File: src/rtl/pipe_hazard_unit.sv
// Hazard/flow controller for a 5-stage pipeline: EX forwarding selects, RAW/load-use stalls,
// redirect flushes, data-memory wait freeze with timeout FSM, saturating stall/flush counters.
module pipe_hazard_unit #(
  parameter int RA_W        = 5,
  parameter int FWD_EN      = 1,
  parameter int BR_STAGE    = 3,
  parameter int MEM_TIMEOUT = 15,
  parameter int CNT_W       = 32
) (
  input  logic             i_clk,
  input  logic             i_rst,
  input  logic [RA_W-1:0]  i_id_rs,
  input  logic [RA_W-1:0]  i_id_rt,
  input  logic             i_id_use_rs,
  input  logic             i_id_use_rt,
  input  logic [RA_W-1:0]  i_ex_rs,
  input  logic [RA_W-1:0]  i_ex_rt,
  input  logic [RA_W-1:0]  i_ex_rw,
  input  logic             i_ex_regwr,
  input  logic             i_ex_memtoreg,
  input  logic [RA_W-1:0]  i_mem_rw,
  input  logic             i_mem_regwr,
  input  logic [RA_W-1:0]  i_wb_rw,
  input  logic             i_wb_regwr,
  input  logic             i_redirect,
  input  logic             i_dmem_req,
  input  logic             i_dmem_ready,
  output logic             o_pc_en,
  output logic             o_ifid_en,
  output logic             o_idex_en,
  output logic             o_exmem_en,
  output logic             o_ifid_flush,
  output logic             o_idex_flush,
  output logic             o_exmem_flush,
  output logic             o_memwb_flush,
  output logic             o_pc_sel_redir,
  output logic [1:0]       o_fwd_a,
  output logic [1:0]       o_fwd_b,
  output logic             o_mem_err,
  output logic [CNT_W-1:0] o_stall_cnt,
  output logic [CNT_W-1:0] o_flush_cnt
);

  localparam int WC_W = (MEM_TIMEOUT < 2) ? 1 : $clog2(MEM_TIMEOUT + 1);

  typedef enum logic [1:0] {ST_RUN, ST_MWAIT, ST_ERR} state_t;

  state_t           r_state;
  logic [WC_W-1:0]  r_wait_cnt;
  logic             r_mem_err;
  logic [CNT_W-1:0] r_stall_cnt;
  logic [CNT_W-1:0] r_flush_cnt;

  logic       w_fz, w_hz, w_stall_ev, w_flush_ev;
  logic       w_rs_ex, w_rs_mem, w_rs_wb, w_rt_ex, w_rt_mem, w_rt_wb;
  logic [1:0] w_fwd_a, w_fwd_b;

  // r0 is hardwired zero, so it never produces a hazard or a forward
  function automatic logic f_match(input logic [RA_W-1:0] x, input logic [RA_W-1:0] y,
                                   input logic we);
    return we & (y != '0) & (x == y);
  endfunction

  function automatic logic [1:0] f_fwd(input logic [RA_W-1:0] src);
    if (FWD_EN == 0)                      return 2'b00;
    if (f_match(src, i_mem_rw, i_mem_regwr)) return 2'b10;
    if (f_match(src, i_wb_rw, i_wb_regwr))   return 2'b01;
    return 2'b00;
  endfunction

  always_comb begin
    w_rs_ex  = i_id_use_rs & f_match(i_id_rs, i_ex_rw,  i_ex_regwr);
    w_rs_mem = i_id_use_rs & f_match(i_id_rs, i_mem_rw, i_mem_regwr);
    w_rs_wb  = i_id_use_rs & f_match(i_id_rs, i_wb_rw,  i_wb_regwr);
    w_rt_ex  = i_id_use_rt & f_match(i_id_rt, i_ex_rw,  i_ex_regwr);
    w_rt_mem = i_id_use_rt & f_match(i_id_rt, i_mem_rw, i_mem_regwr);
    w_rt_wb  = i_id_use_rt & f_match(i_id_rt, i_wb_rw,  i_wb_regwr);
    w_hz = 1'b0;
    if (FWD_EN != 0) w_hz = i_ex_memtoreg & (w_rs_ex | w_rt_ex);
    else             w_hz = w_rs_ex | w_rs_mem | w_rs_wb | w_rt_ex | w_rt_mem | w_rt_wb;
    w_fwd_a = f_fwd(i_ex_rs);
    w_fwd_b = f_fwd(i_ex_rt);
    w_fz = (r_state == ST_RUN & i_dmem_req & ~i_dmem_ready) |
           (r_state == ST_MWAIT & ~i_dmem_ready) | (r_state == ST_ERR);
    w_stall_ev = w_fz | (w_hz & ~i_redirect);
    w_flush_ev = i_redirect & ~w_fz;
  end

  // Priority: reset > freeze > redirect > hazard; a frozen redirect stays pending upstream
  always_comb begin
    o_pc_en        = 1'b1;
    o_ifid_en      = 1'b1;
    o_idex_en      = 1'b1;
    o_exmem_en     = 1'b1;
    o_ifid_flush   = 1'b0;
    o_idex_flush   = 1'b0;
    o_exmem_flush  = 1'b0;
    o_memwb_flush  = 1'b0;
    o_pc_sel_redir = 1'b0;
    o_fwd_a        = w_fwd_a;
    o_fwd_b        = w_fwd_b;
    if (i_rst) begin
      o_pc_en       = 1'b0;
      o_ifid_en     = 1'b0;
      o_idex_en     = 1'b0;
      o_exmem_en    = 1'b0;
      o_ifid_flush  = 1'b1;
      o_idex_flush  = 1'b1;
      o_exmem_flush = 1'b1;
      o_memwb_flush = 1'b1;
      o_fwd_a       = 2'b00;
      o_fwd_b       = 2'b00;
    end else if (w_fz) begin
      o_pc_en       = 1'b0;
      o_ifid_en     = 1'b0;
      o_idex_en     = 1'b0;
      o_exmem_en    = 1'b0;
      o_memwb_flush = 1'b1;
    end else if (i_redirect) begin
      o_pc_sel_redir = 1'b1;
      o_ifid_flush   = 1'b1;
      o_idex_flush   = 1'b1;
      o_exmem_flush  = (BR_STAGE == 3);
    end else if (w_hz) begin
      o_pc_en      = 1'b0;
      o_ifid_en    = 1'b0;
      o_idex_flush = 1'b1;
    end
  end

  always_ff @(posedge i_clk) begin
    if (i_rst) begin
      r_state     <= ST_RUN;
      r_wait_cnt  <= '0;
      r_mem_err   <= 1'b0;
      r_stall_cnt <= '0;
      r_flush_cnt <= '0;
    end else begin
      if (w_stall_ev && r_stall_cnt != '1) r_stall_cnt <= r_stall_cnt + CNT_W'(1);
      if (w_flush_ev && r_flush_cnt != '1) r_flush_cnt <= r_flush_cnt + CNT_W'(1);
      case (r_state)
        ST_RUN: begin
          if (i_dmem_req && !i_dmem_ready) begin
            r_state    <= ST_MWAIT;
            r_wait_cnt <= WC_W'(1);
          end
        end
        ST_MWAIT: begin
          if (i_dmem_ready) begin
            r_state    <= ST_RUN;
            r_wait_cnt <= '0;
          end else if (r_wait_cnt == WC_W'(MEM_TIMEOUT)) begin
            r_state   <= ST_ERR;
            r_mem_err <= 1'b1;
          end else begin
            r_wait_cnt <= r_wait_cnt + WC_W'(1);
          end
        end
        ST_ERR:  r_state <= ST_ERR;
        default: r_state <= ST_RUN;
      endcase
    end
  end

  assign o_mem_err   = r_mem_err;
  assign o_stall_cnt = r_stall_cnt;
  assign o_flush_cnt = r_flush_cnt;

endmodule

File: config.mk
export PLATFORM = sky130hd
export DESIGN_NAME = pipe_hazard_unit
export DESIGN_NICKNAME = d
export VERILOG_FILES = /design/src/rtl/pipe_hazard_unit.sv
export SDC_FILE = /design/constraint.sdc
export NUM_CORES = 1
export LEC_CHECK = 0
export BUFFER_PORTS_ARGS = -buffer_cell sky130_fd_sc_hd__buf_4
export CAP_MARGIN = 20
export CORE_MARGIN = 10
export CORE_UTILIZATION = 30
export CTS_BUF_LIST = sky130_fd_sc_hd__clkbuf_16
export DETAILED_ROUTE_END_ITERATION = 8
export GPL_ROUTABILITY_DRIVEN = 1
export GPL_TIMING_DRIVEN = 0
export SLEW_MARGIN = 5
export SYNTH_ARGS = -nofsm -noshare
export SYNTH_HDL_FRONTEND = slang
export SYNTH_SLANG_ARGS = --single-unit
File: constraint.sdc
create_clock -name i_clk -period 4.8 [get_ports i_clk]
set_input_delay 0.96 -clock i_clk [delete_from_list [all_inputs] [get_ports i_clk]]
set_output_delay 0.96 -clock i_clk [all_outputs]
set_load 0.01 [all_outputs]
Word level (Yosys, flattened, before mapping):

Cells that the tools add are included.

* register bits after elaboration: 71
* word-level logic and storage cells: 98
* bits of input ports: 46
* bits in latches: 0
* memory bits (writable): 0
* output and inout port bits: 78
* bits in read-only memories: 0
* memories kept: 0

* reductions and logical operators: 12
* $add $sub $neg: 3
* shifts and indexed selects: 0
* multiply operators: 0
* mux-type cells: 40
* equal/unequal tests: 14
* div/mod/pow operators: 0
* magnitude comparators: 0
* bitwise operators: 24

Operators with widths (count)
* $add A32 B1 Y32 const B: 2
* $ne A32 B32 Y1 const B: 2
* $eq A5 B5 Y1: 6
* $mux W2: 13
* $mux W1: 22
* $and A1 B1 Y1: 17
* $reduce_bool A5 Y1: 3
* $mux W4: 3
* $pmux W4 S2: 1
* $pmux W2 S3: 1
* $reduce_and A3 Y1: 2
* $add A4 B1 Y4 const B: 1
* $eq A4 B4 Y1 const B: 1
* $or A1 B1 Y1: 4
* $logic_and A1 B1 Y1: 3
* $ne A3 B2 Y1 const B: 1
* $ne A3 B3 Y1 const B: 1
* $not A1 Y1: 3
* $eq A2 B1 Y1 const B: 1
* $eq A2 B2 Y1 const B: 1
* $logic_not A2 Y1: 1
* $ne A2 B1 Y1 const B: 1
* $reduce_and A2 Y1: 1
* $reduce_bool A2 Y1: 1
* $logic_not A1 Y1: 1

Depth between registers and ports, before layout:

Gate-level depths: netlist (run 1).

* word-level depth: 10
* gate-level depth with buffers: 9
* mapped depth without buffers: 7

Worst setup path after synthesis (run 1):

OpenSTA, ideal clock, no wires.

* path kind: input to output
* from: input i_mem_rw[1]
* to: output o_fwd_a[0]
* stages: 4
* required time: 3.840 ns
* data arrival time: 2.323 ns
* path slack: 1.517 ns
* cell sequence: or4_1 -> o21ai_0 -> nor3_1 -> nor4_1

* word-level cells in the longest chain between the ends: 6
* elaborated cells on any way between the ends: 7

RTL lines
* start: declaration: RTL line 21 `input logic [RA_W-1:0] i_mem_rw,`
* $reduce_bool A5 Y1: RTL line 61 `return we & (y != '0) & (x == y);`
* $and A1 B1 Y1: RTL line 61
* $and A1 B1 Y1 (*): RTL line 61
* $mux W1 (*): RTL line 66 `if (f_match(src, i_mem_rw, i_mem_regwr)) return 2'b10;`
* $mux W2 (*): RTL line 67 `if (f_match(src, i_wb_rw, i_wb_regwr)) return 2'b01;`
* $mux W2 (*): RTL line 102 `if (i_rst) begin`
* end: declaration: RTL line 37 `output logic [1:0] o_fwd_a,`

Mark *: on every way between the ends. The rest lies on a longest branch, timed or not.

Worst setup path after layout (run 1):

Ends and elaborated chain as after synthesis.

==> run_results.csv, run 1 <==
group,metric,value,unit
floorplanning,dieHeight,135,µm
route,vias,4085,
yosys,ys_ff_latch,71,
critical_path,cp_cell_sequence,"buf_4 -> or4_1 -> o21ai_0 -> nor3_1 -> nor4_1 -> buf_4",
placement,dp.cells,779,
critical_path,crit_fanout,4,
critical_path,startpoint_type,"primary input",
global_route,grt_max_degree,11,
clock_tree,post_cts_buffers,0,
floorplanning,initial_core_util,30.9,%
yosys,ys_types,44,
placement,gp_congestion,0.877,
sta,finClkSkew,0.00553,ns
sta,setup_tns,0,ns
sta,slew_headroom,38.4,%
cells_and_area,final_util,41.8,%
clock_tree,ctsHoldBuffers,0,
critical_path,slowest_delay,0.54,ns
critical_path,crit_top_cell,"buf_4",
yosys,netlist_area,0.00395,mm²
floorplanning,die_width,135,µm
cells_and_area,seq_area,0.00142,mm²
route,postRouteAntennaNets,0,
clock_tree,insertion_delay,0.33,ns
clock_tree,htreeDepth,3,
sta,fin_crit,3.56,ns
run_status,status,"finished, final reports clean",
critical_path,cp-end-kind,"primary output",
yosys,synthCells,484,
route,drc_errors,0,
yosys,synth_fp_nets,533,
min_path,holdCritPathClass,"flip-flop to flip-flop",
route,drt_iter0_markers,261,
critical_path,crit_arrival,2.60,ns
global_route,antenna_found_initial,0,
cells_and_area,final_layout_size_suffix_gt1_share,24.1,%
clock_tree,clockBufferDepth,2,
yosys,synth_edf_count,0,
cells_and_area,diodes,0,
route,vias_per_cell,5.14,
floorplanning,core,0.0128,mm²
sta,hold_ws,0.481,ns
placement,place_ws,1.23,ns
yosys,synthArstFlopShare,0,%
placement,port_buffers,122,
global_route,grt_first_pass_wirelength,20400,µm
power_and_ir_drop,powerDensity,245,mW/mm²
flow_run,maxCapViolCount,0,
power_and_ir_drop,ir_worst_vdd,0.000133,V
floorplanning,die-area,0.0182,mm²
critical_path,path_class,"primary input to primary output",
global_route,grt_pass1_vias,4075,
global_route,grtUsageTotal,13.6,%
cells_and_area,stdcell_area,0.00534,mm²
clock_tree,clkTransAtPathRegs,0.05,ns
yosys,yosysWarnings,0,
power_and_ir_drop,leakagePower,2.00,nW
power_and_ir_drop,p_total,1.31,mW
sta,period_share,74.1,%
sta,layout_setup_ws,1.24,ns
global_route,grt_overflow,0,
yosys,ys_seq_area_share,36.0,%
clock_tree,cts_tree,"yes",
route,drtPass1Iterations,5,
sta,worst_pin_slew,0.917,ns
clock_tree,cts-root-buf,"clkbuf_16",
sta,setup_viol,0,
yosys,synth_ff_type,"dfxtp_1",
cells_and_area,area_delta_synth_final,35.1,%
sta,drv_slew,0,
critical_path,cpMaxStageDelayCell,"or4_1",
yosys,avgSynthCellArea,8.17,µm²
sta,rsz0062_at_grt,"no",
clock_tree,numClockSinks,71,
critical_path,required,3.84,ns
cells_and_area,fillers,1288,
cells_and_area,finalNonFillerCells,794,
clock_tree,cts_resized,0,
sta,hold_viol,0,
clock_tree,cts_buffers,9,
cells_and_area,final_net_count,668,
placement,dp_hpwl,9820,µm
floorplanning,rows,41,
route,wire_per_inst,15.7,µm
sta,max_freq,281,MHz
cells_and_area,multi_input_area,0.00238,mm²
floorplanning,pin_count,124,
placement,place_area,0.00509,mm²
route,totalWireLength,12500,µm
[synth_stat cells, types with 2 or more instances]
| library cell | number | share of area (%) |
|---|---|---|
| xor2_1 | 31 | 6.9 |
| a21oi_1 | 41 | 5.2 |
| dfxtp_1 | 71 | 36 |
| xnor2_1 | 31 | 6.9 |
| nor4b_1 | 2 | 0.44 |
| nand2b_1 | 3 | 0.47 |
| nand2_1 | 26 | 2.5 |
| or4_1 | 11 | 2.1 |
| and2_1 | 6 | 0.95 |
| nand3_1 | 28 | 3.5 |
| buf_4 | 3 | 0.57 |
| o21ai_0 | 17 | 2.2 |
| o31ai_1 | 6 | 1.1 |
| nor4_1 | 7 | 1.1 |
| or2_2 | 2 | 0.32 |
| buf_6 | 4 | 1.1 |
| nand4_1 | 25 | 4.0 |
| clkbuf_1 | 14 | 1.3 |
| o2111ai_1 | 2 | 0.44 |
| or4_4 | 2 | 0.57 |
| mux2i_1 | 3 | 0.76 |
| inv_1 | 6 | 0.57 |
| and3_1 | 9 | 1.4 |
| ha_1 | 3 | 0.95 |
| and4_1 | 7 | 1.6 |
| o21bai_1 | 2 | 0.38 |
| o21ai_1 | 14 | 1.8 |
| nor3_1 | 11 | 1.4 |
| o211ai_1 | 4 | 0.76 |
| a211oi_1 | 3 | 0.57 |
| or3_1 | 26 | 4.1 |
| nor2b_1 | 4 | 0.63 |
| nor2_1 | 49 | 4.7 |
[layout make-up]
type,instances,area share [%]
flip-flops and latches,71,26.6
plain buffers,22,2.34
multi-input cells,385,44.6
well taps,172,4.03
clock inverters,5,0.375
repair buffers,124,17.3
inverters,6,0.422
clock buffers,9,4.22
[power breakdown]
group	internal, mW	switching, mW	leakage [nW]
combinational	0.0683	0.0722	1.30
clock	0.335	0.231	0.129
sequential	0.594	0.00616	0.573
[layer usage]
| layer | up-vias | part of all wire, % | GRT usage [%] |
|---|---|---|---|
| li1 | 2035 | - | - |
| met4 | 0 | 1.0 | 4.05 |
| met3 | 11 | 5.8 | 4.53 |
| met1 | 1934 | 43 | 16.1 |
| met5 | - | 0 | 0 |
| met2 | 105 | 50 | 22.8 |
[final timing paths]
check                               startpoint         endpoint  slack (ns)  cells past startpoint
worst max-delay path               i_mem_rw[1]       o_fwd_a[0]        1.24                      6
worst min-delay path                 o_mem_err        o_mem_err        0.48                      2
worst max register to register  o_stall_cnt[0]  o_stall_cnt[31]        1.93                      8
worst min register to register       o_mem_err        o_mem_err        0.48                      2
[worst max-delay path: cells and delay by family]
kind	cells	cell delay [ns]
AOI/OAI and AO/OA	1	0.35
buffers and inverters	2	0.30
and+or+nand+nor	3	0.98
[placed cells by master (no fill, tap or decap), types with 9 or more instances in the layout]
cell and instances:
xnor2_1 31, nor2_1 49, clkbuf_1 14, nand4_1 25
nand3_1 28, xor2_1 31, buf_4 125, and3_1 9
nor3_1 11, or3_1 26, o21ai_0 17, or4_1 11
dfxtp_1 71, nand2_1 26, clkbuf_16 9, o21ai_1 14
a21oi_1 41
[state kept, by name (all words and copies together), names as in the netlist]
register and count:
o_stall_cnt 32, r_state 2, o_flush_cnt 32, r_wait_cnt 4, o_mem_err 1
[kinds of logic (layout without fill, tap and decap cells)]
logic type / after synthesis / count (layout) / synth area share [%]
mux: 4 / 4 / 1.14
compound gates: 96 / 96 / 14.4
buf+inv: 28 / 166 / 3.74
xor+xnor: 62 / 62 / 13.7
fa+ha+maj: 3 / 3 / 0.950
flops: 71 / 71 / 36.0
simple gates: 220 / 220 / 30.1
(Power assumes the default switching activity.)
==> run 2: changes to the inputs <==
--- a/config.mk
+++ b/config.mk
@@ -5,6 +5,7 @@
 export SDC_FILE = /design/constraint.sdc
 export NUM_CORES = 1
 export LEC_CHECK = 0
+export ABC_AREA = 1
 export BUFFER_PORTS_ARGS = -buffer_cell sky130_fd_sc_hd__buf_4
 export CAP_MARGIN = 20
 export CORE_MARGIN = 10
==> constraint.sdc (replaced) <==
create_clock -name i_clk -period 3.7 [get_ports i_clk]
set_input_delay 0.74 -clock i_clk [delete_from_list [all_inputs] [get_ports i_clk]]
set_output_delay 0.74 -clock i_clk [all_outputs]
set_load 0.01 [all_outputs]
==> run 2 against run 1 <==
Net effect: die area up 21%; non-clock buffer count up 3; cell count up 47%; setup slack worse by 0.53 ns; clock power up 37%; critical endpoint is now o_pc_en.
==> run_results.csv, run 2 <==
group,metric,value,unit
run_status,status,"finished, final reports clean",
global_route,grt_overflow,0,
floorplanning,pin_count,124,
clock_tree,post_cts_buffers,0,
critical_path,path_class,"primary input to primary output",
power_and_ir_drop,combPwrFrac,13.4,%
power_and_ir_drop,powerDensity,281,mW/mm²
floorplanning,die_width,148,µm
route,wire_per_inst,14.4,µm
critical_path,cp_cell_sequence,"buf_4 -> inv_1 -> nand2_1 -> nand2_1 -> nor2_1 -> nand3_1 -> nand2_1 -> nand3_1 -> nand2_2 -> buf_2 -> nor2_1 -> buf_4 -> buf_4",
yosys,ys_ff_latch,71,
clock_tree,htreeDepth,3,
route,postRouteAntennaNets,0,
power_and_ir_drop,ir_worst_vdd,0.000209,V
global_route,grt_pass1_vias,5190,
global_route,grt_first_pass_wirelength,26900,µm
power_and_ir_drop,seqPwrFrac,43.5,%
clock_tree,numClockSinks,71,
route,vias,5493,
sta,finClkSkew,0.00861,ns
clock_tree,cts-root-buf,"clkbuf_16",
cells_and_area,seq_area,0.00142,mm²
floorplanning,initial_core_util,30.9,%
placement,dp.cells,1156,
global_route,grt_max_degree,12,
critical_path,startpoint_type,"primary input",
route,drt_iter0_markers,355,
clock_tree,ctsHoldBuffers,0,
placement,gp_congestion,0.941,
critical_path,crit_fanout,10,
yosys,synth_ff_type,"dfxtp_1",
yosys,ys_top_cells_by_area,"dfxtp_1 (29%), nand2_1 (20%), nor2_1 (8.7%), nand3_1 (6.5%), a21oi_1 (6.0%)",
cells_and_area,final_net_count,1000,
clock_tree,clockBufferDepth,2,
sta,setup_tns,0,ns
sta,worst_pin_slew,0.654,ns
floorplanning,rows,46,
flow_run,maxCapViolCount,0,
sta,rsz0062_at_grt,"no",
placement,port_buffers,123,
sta,fin_crit,2.98,ns
route,vias_per_cell,4.69,
clock_tree,clkTransAtPathRegs,0.06,ns
clock_tree,insertion_delay,0.34,ns
yosys,synth_fp_nets,866,
yosys,synth_edf_count,0,
cells_and_area,layout_commonest_cell,"nand2_1",
yosys,ys_seq_area_share,28.7,%
critical_path,path_delay_family,"simple AND/OR/NAND/NOR gates",
sta,hold_viol,0,
yosys,synthArstFlopShare,0,%
sta,period_share,80.6,%
yosys,yosysWarnings,0,
global_route,grtUsageTotal,15.0,%
placement,place_ws,0.701,ns
power_and_ir_drop,power.switching,0.479,mW
yosys,avgSynthCellArea,6.05,µm²
cells_and_area,finalNonFillerCells,1171,
min_path,holdCritPathClass,"flip-flop to flip-flop",
yosys,synth_top_area_share,28.7,%
critical_path,required,2.96,ns
floorplanning,dieHeight,148,µm
power_and_ir_drop,leakagePower,2.59,nW
cells_and_area,multi_input_area,0.00306,mm²
route,highest_layer,"met4",
critical_path,cp-end-kind,"primary output",
cells_and_area,fillers,1779,
power_and_ir_drop,power.internal,1.32,mW
power_and_ir_drop,pwr-share-clk,43.1,%
floorplanning,core,0.0160,mm²
cells_and_area,area_delta_synth_final,29.3,%
route,totalWireLength,16900,µm
sta,max_freq,335,MHz
route,wl_met2,8030,µm
cells_and_area,final_cell_mix,"nand2_1 (258), buf_4 (127), nor2_1 (114)",
floorplanning,die-area,0.0220,mm²
yosys,yosysMostFrequentCell,"nand2_1",
yosys,yosys.area.top_type,"dfxtp_1",
yosys,synthCells,817,
global_route,antenna_found_initial,0,
sta,layout_setup_ws,0.718,ns
yosys,ys_types,39,
clock_tree,cts_resized,0,
clock_tree,cts_tree,"yes",
sta,slew_headroom,56.4,%
yosys,yosys-top-cells-count,"nand2_1 (258), nor2_1 (114), inv_1 (76)",
route,route.met3.wl,931,µm
power_and_ir_drop,swShare,26.7,%
critical_path,crit_arrival,2.24,ns
critical_path,slowest_delay,0.28,ns
cells_and_area,final_layout_size_suffix_gt1_share,18.2,%
critical_path,critPathBufInv,5,
sta,setup_viol,0,
placement,dp_hpwl,13700,µm
route,drc_errors,0,
yosys,netlist_area,0.00495,mm²
route,met1_length,7660,µm
critical_path,rrSetupSlack,1.43,ns
route,drtPass1Iterations,5,
sta,drv_slew,0,
cells_and_area,diodes,0,
clock_tree,cts_buffers,9,
critical_path,cpMaxStageDelayCell,"buf_2",
## run 2: cell types whose count changed after synthesis, moves of 8 or more
cell,change
nand4_1,-10
or3_1,-26
or4_1,-11
nand3_1,+36
and3_1,-8
nor2_1,+65
nand2_1,+232
nor3_1,+20
a21oi_1,+18
inv_1,+70
xnor2_1,-19
o21ai_1,-14
## run 2: cell type report
cell class              count  area share, %
plain buffers              26           2.56
clock buffers               9           3.52
clock inverters             6          0.489
inverters                  80           4.69
multi-input cells         640           47.8
flip-flops and latches     71           22.2
well taps                 216           4.23
repair buffers            123           14.4
## run 2: per-layer routing
layer	vias up	track usage (%)
met5	-	0
met4	0	3.96
met3	20	4.07
met2	138	25.1
met1	2458	18.6
li1	2877	-
## run 2: logic make-up after synthesis
family / Yosys count / share of synthesized area (%)
adders and majority gates: 3 / 0.759
and+or+nand+nor: 512 / 44.6
xor gates and xnor gates: 44 / 7.79
buffers and inverters: 106 / 9.38
DFF: 71 / 28.7
AOI/OAI and AO/OA: 81 / 8.73
## run 2: path summary, 6_finish.rpt
path	cells after the start	start	to
max	13	i_ex_rw[2]	o_pc_en
min reg2reg	2	o_mem_err	o_mem_err
max reg2reg	9	o_stall_cnt[0]	o_stall_cnt[30]
min	2	o_mem_err	o_mem_err
## run 2: metrics by stage
step | util (%) | instance area, µm² | hold slack [ns] | power (mW)
floorplan | - | 4950 | 0.474 | 0.929
global placement | 38.4 | 6140 | 0.449 | 1.04
detailed placement | 38.4 | 6140 | 0.450 | 1.04
CTS | 40.0 | 6400 | 0.467 | 1.82
global route | 40.0 | 6400 | 0.507 | 1.88
finish | 40.0 | 6400 | 0.467 | 1.79
## run 2: power by group through the flow
| stage | registers, mW | clock network [mW] | logic (mW) |
|---|---|---|---|
| after global routing | 0.781 | 0.830 | 0.266 |
| final | 0.781 | 0.773 | 0.241 |
| after CTS | 0.780 | 0.792 | 0.244 |
| after detailed placement | 0.797 | 0 | 0.243 |
| after global placement | 0.797 | 0 | 0.240 |
| after floorplan | 0.797 | 0 | 0.132 |
## run 2: worst reg2reg max path: stages, from the launching register on
cell and delay, ns:
dfxtp_1 0.52, ha_1 0.35, inv_2 0.09, nor2_4 0.16
nand2_2 0.11, nor3_2 0.18, nand4_2 0.16, clkbuf_1 0.31
nand3_1 0.17, a21oi_1 0.07
==> run 3: changes to the inputs <==
--- a/config.mk
+++ b/config.mk
@@ -5,7 +5,7 @@
 export SDC_FILE = /design/constraint.sdc
 export NUM_CORES = 1
 export LEC_CHECK = 0
-export ABC_AREA = 1
+export ABC_AREA = 0
 export BUFFER_PORTS_ARGS = -buffer_cell sky130_fd_sc_hd__buf_4
 export CAP_MARGIN = 20
 export CORE_MARGIN = 10
==> constraint.sdc (replaced) <==
create_clock -name i_clk -period 2.8 [get_ports i_clk]
set_input_delay 0.56 -clock i_clk [delete_from_list [all_inputs] [get_ports i_clk]]
set_output_delay 0.56 -clock i_clk [all_outputs]
set_load 0.01 [all_outputs]
==> run 3 against run 2 <==
Net effect: sequential share of layout area grew 4.2 points; combinational power grew 3%; clock power grew 25%; critical endpoint is now o_stall_cnt[1]; clock skew shrank 0.0033 ns; non-clock buffer count grew 2.
==> run_results.csv, run 3 (synthesis gave the netlist of run 1 again) <==
group,metric,value,unit
run_status,status,"finished, final reports clean",
route,postRouteAntennaNets,0,
clock_tree,insertion_delay,0.33,ns
flow_run,maxCapViolCount,0,
sta,max_freq,380,MHz
power_and_ir_drop,ir_worst_vdd,0.000228,V
cells_and_area,layout_commonest_cell,"buf_4",
placement,port_buffers,122,
sta,worst_pin_slew,0.911,ns
global_route,grtUsageTotal,13.6,%
route,vias_per_cell,5.11,
clock_tree,htreeDepth,3,
critical_path,cp-end-kind,"flip-flop",
route,totalWireLength,12500,µm
clock_tree,cts-root-buf,"clkbuf_16",
critical_path,startpoint_type,"flip-flop",
cells_and_area,seq_area,0.00142,mm²
min_path,holdCritPathClass,"flip-flop to flip-flop",
global_route,grt_pass1_vias,4075,
clock_tree,clkTransAtPathRegs,0.05,ns
sta,hold_viol,0,
clock_tree,cts_tree,"yes",
clock_tree,ctsHoldBuffers,0,
sta,setup_viol,0,
power_and_ir_drop,leakagePower,2.02,nW
placement,dp_hpwl,9820,µm
critical_path,required,2.99,ns
route,vias,4082,
sta,setup_tns,0,ns
route,drt_iter0_markers,263,
critical_path,path_class,"flip-flop to flip-flop",
route,drtPass1Iterations,4,
power_and_ir_drop,powerDensity,417,mW/mm²
global_route,grt_overflow,0,
floorplanning,core,0.0128,mm²
sta,drv_slew,0,
global_route,antenna_found_initial,0,
floorplanning,dieHeight,135,µm
sta,layout_setup_ws,0.169,ns
global_route,grt_first_pass_wirelength,20400,µm
floorplanning,initial_core_util,30.9,%
clock_tree,cts_buffers,9,
cells_and_area,final_util,42.2,%
route,wire_per_inst,15.7,µm
sta,slew_headroom,38.8,%
cells_and_area,area_delta_synth_final,36.3,%
critical_path,crit_arrival,2.82,ns
sta,finClkSkew,0.00529,ns
floorplanning,pin_count,124,
cells_and_area,multi_input_area,0.00239,mm²
cells_and_area,diodes,0,
placement,dp.cells,779,
sta,period_share,94.0,%
route,drc_errors,0,
cells_and_area,final_net_count,673,
critical_path,crit_fanout,10,
cells_and_area,final_cell_mix,"buf_4 (130), dfxtp_1 (69), nor2_1 (49)",
floorplanning,die_width,135,µm
cells_and_area,finalNonFillerCells,799,
sta,fin_crit,2.63,ns
floorplanning,die-area,0.0182,mm²
floorplanning,rows,41,
cells_and_area,fillers,1291,
clock_tree,numClockSinks,71,
placement,gp_congestion,0.877,
cells_and_area,final_layout_size_suffix_gt1_share,25.5,%
clock_tree,clockBufferDepth,2,
global_route,grt_max_degree,11,
placement,place_ws,-0.133,ns
## run 3: worst paths after layout
check                 start        endpoint  slack (ns)  cells after the start
max reg2reg  o_stall_cnt[9]  o_stall_cnt[1]        0.17                      8
min               o_mem_err       o_mem_err        0.48                      2
min reg2reg       o_mem_err       o_mem_err        0.48                      2
max          o_stall_cnt[9]  o_stall_cnt[1]        0.17                      8
## run 3: power by group
group	switching, mW	internal (mW)
registers	0.0108	1.02
clock network	0.394	0.574
logic	0.125	0.122
## run 3: metal layers
metal / wire length, µm / track usage, %
met1: 5450 / 16.1
met2: 6240 / 22.8
met3: 705 / 4.53
met4: 126 / 4.05
met5: 0 / 0
## run 3: metrics by stage
step	hold slack, ns	instance area, µm²	power (mW)
2_1_floorplan	0.505	3950	1.17
3_3_place_gp	0.462	5080	1.29
3_5_place_dp	0.474	5090	1.29
4_1_cts	0.497	5340	2.27
5_1_grt	0.521	5390	2.35
6_report	0.481	5390	2.25
## run 3: critical path: stages (launching register included)
cell and delay (ns):
dfxtp_1 0.44, nand3_1 0.20, or4_4 0.57, or4_4 0.58, o211ai_4 0.16, buf_6 0.17, buf_6 0.14, mux2i_1 0.18
nor2_1 0.05
## run 3: timing repair
item | CTS | global route
endpoints found under the setup margin | 13 | 20
resized for setup | 3 | 3
pin swaps | 0 | 1
cloned | 0 | 0
hold endpoints to repair | 0 | 0
buffers inserted | 0 | 5
## run 3: final cells by class
type,count,share of cell area (%)
buffer,22,2.35
inverter,6,0.418
clock inverter,5,0.372
multi-input combinational,385,44.4
clock buffer,9,4.18
timing repair buffer,129,17.9
sequential,71,26.4
tap,172,4.00
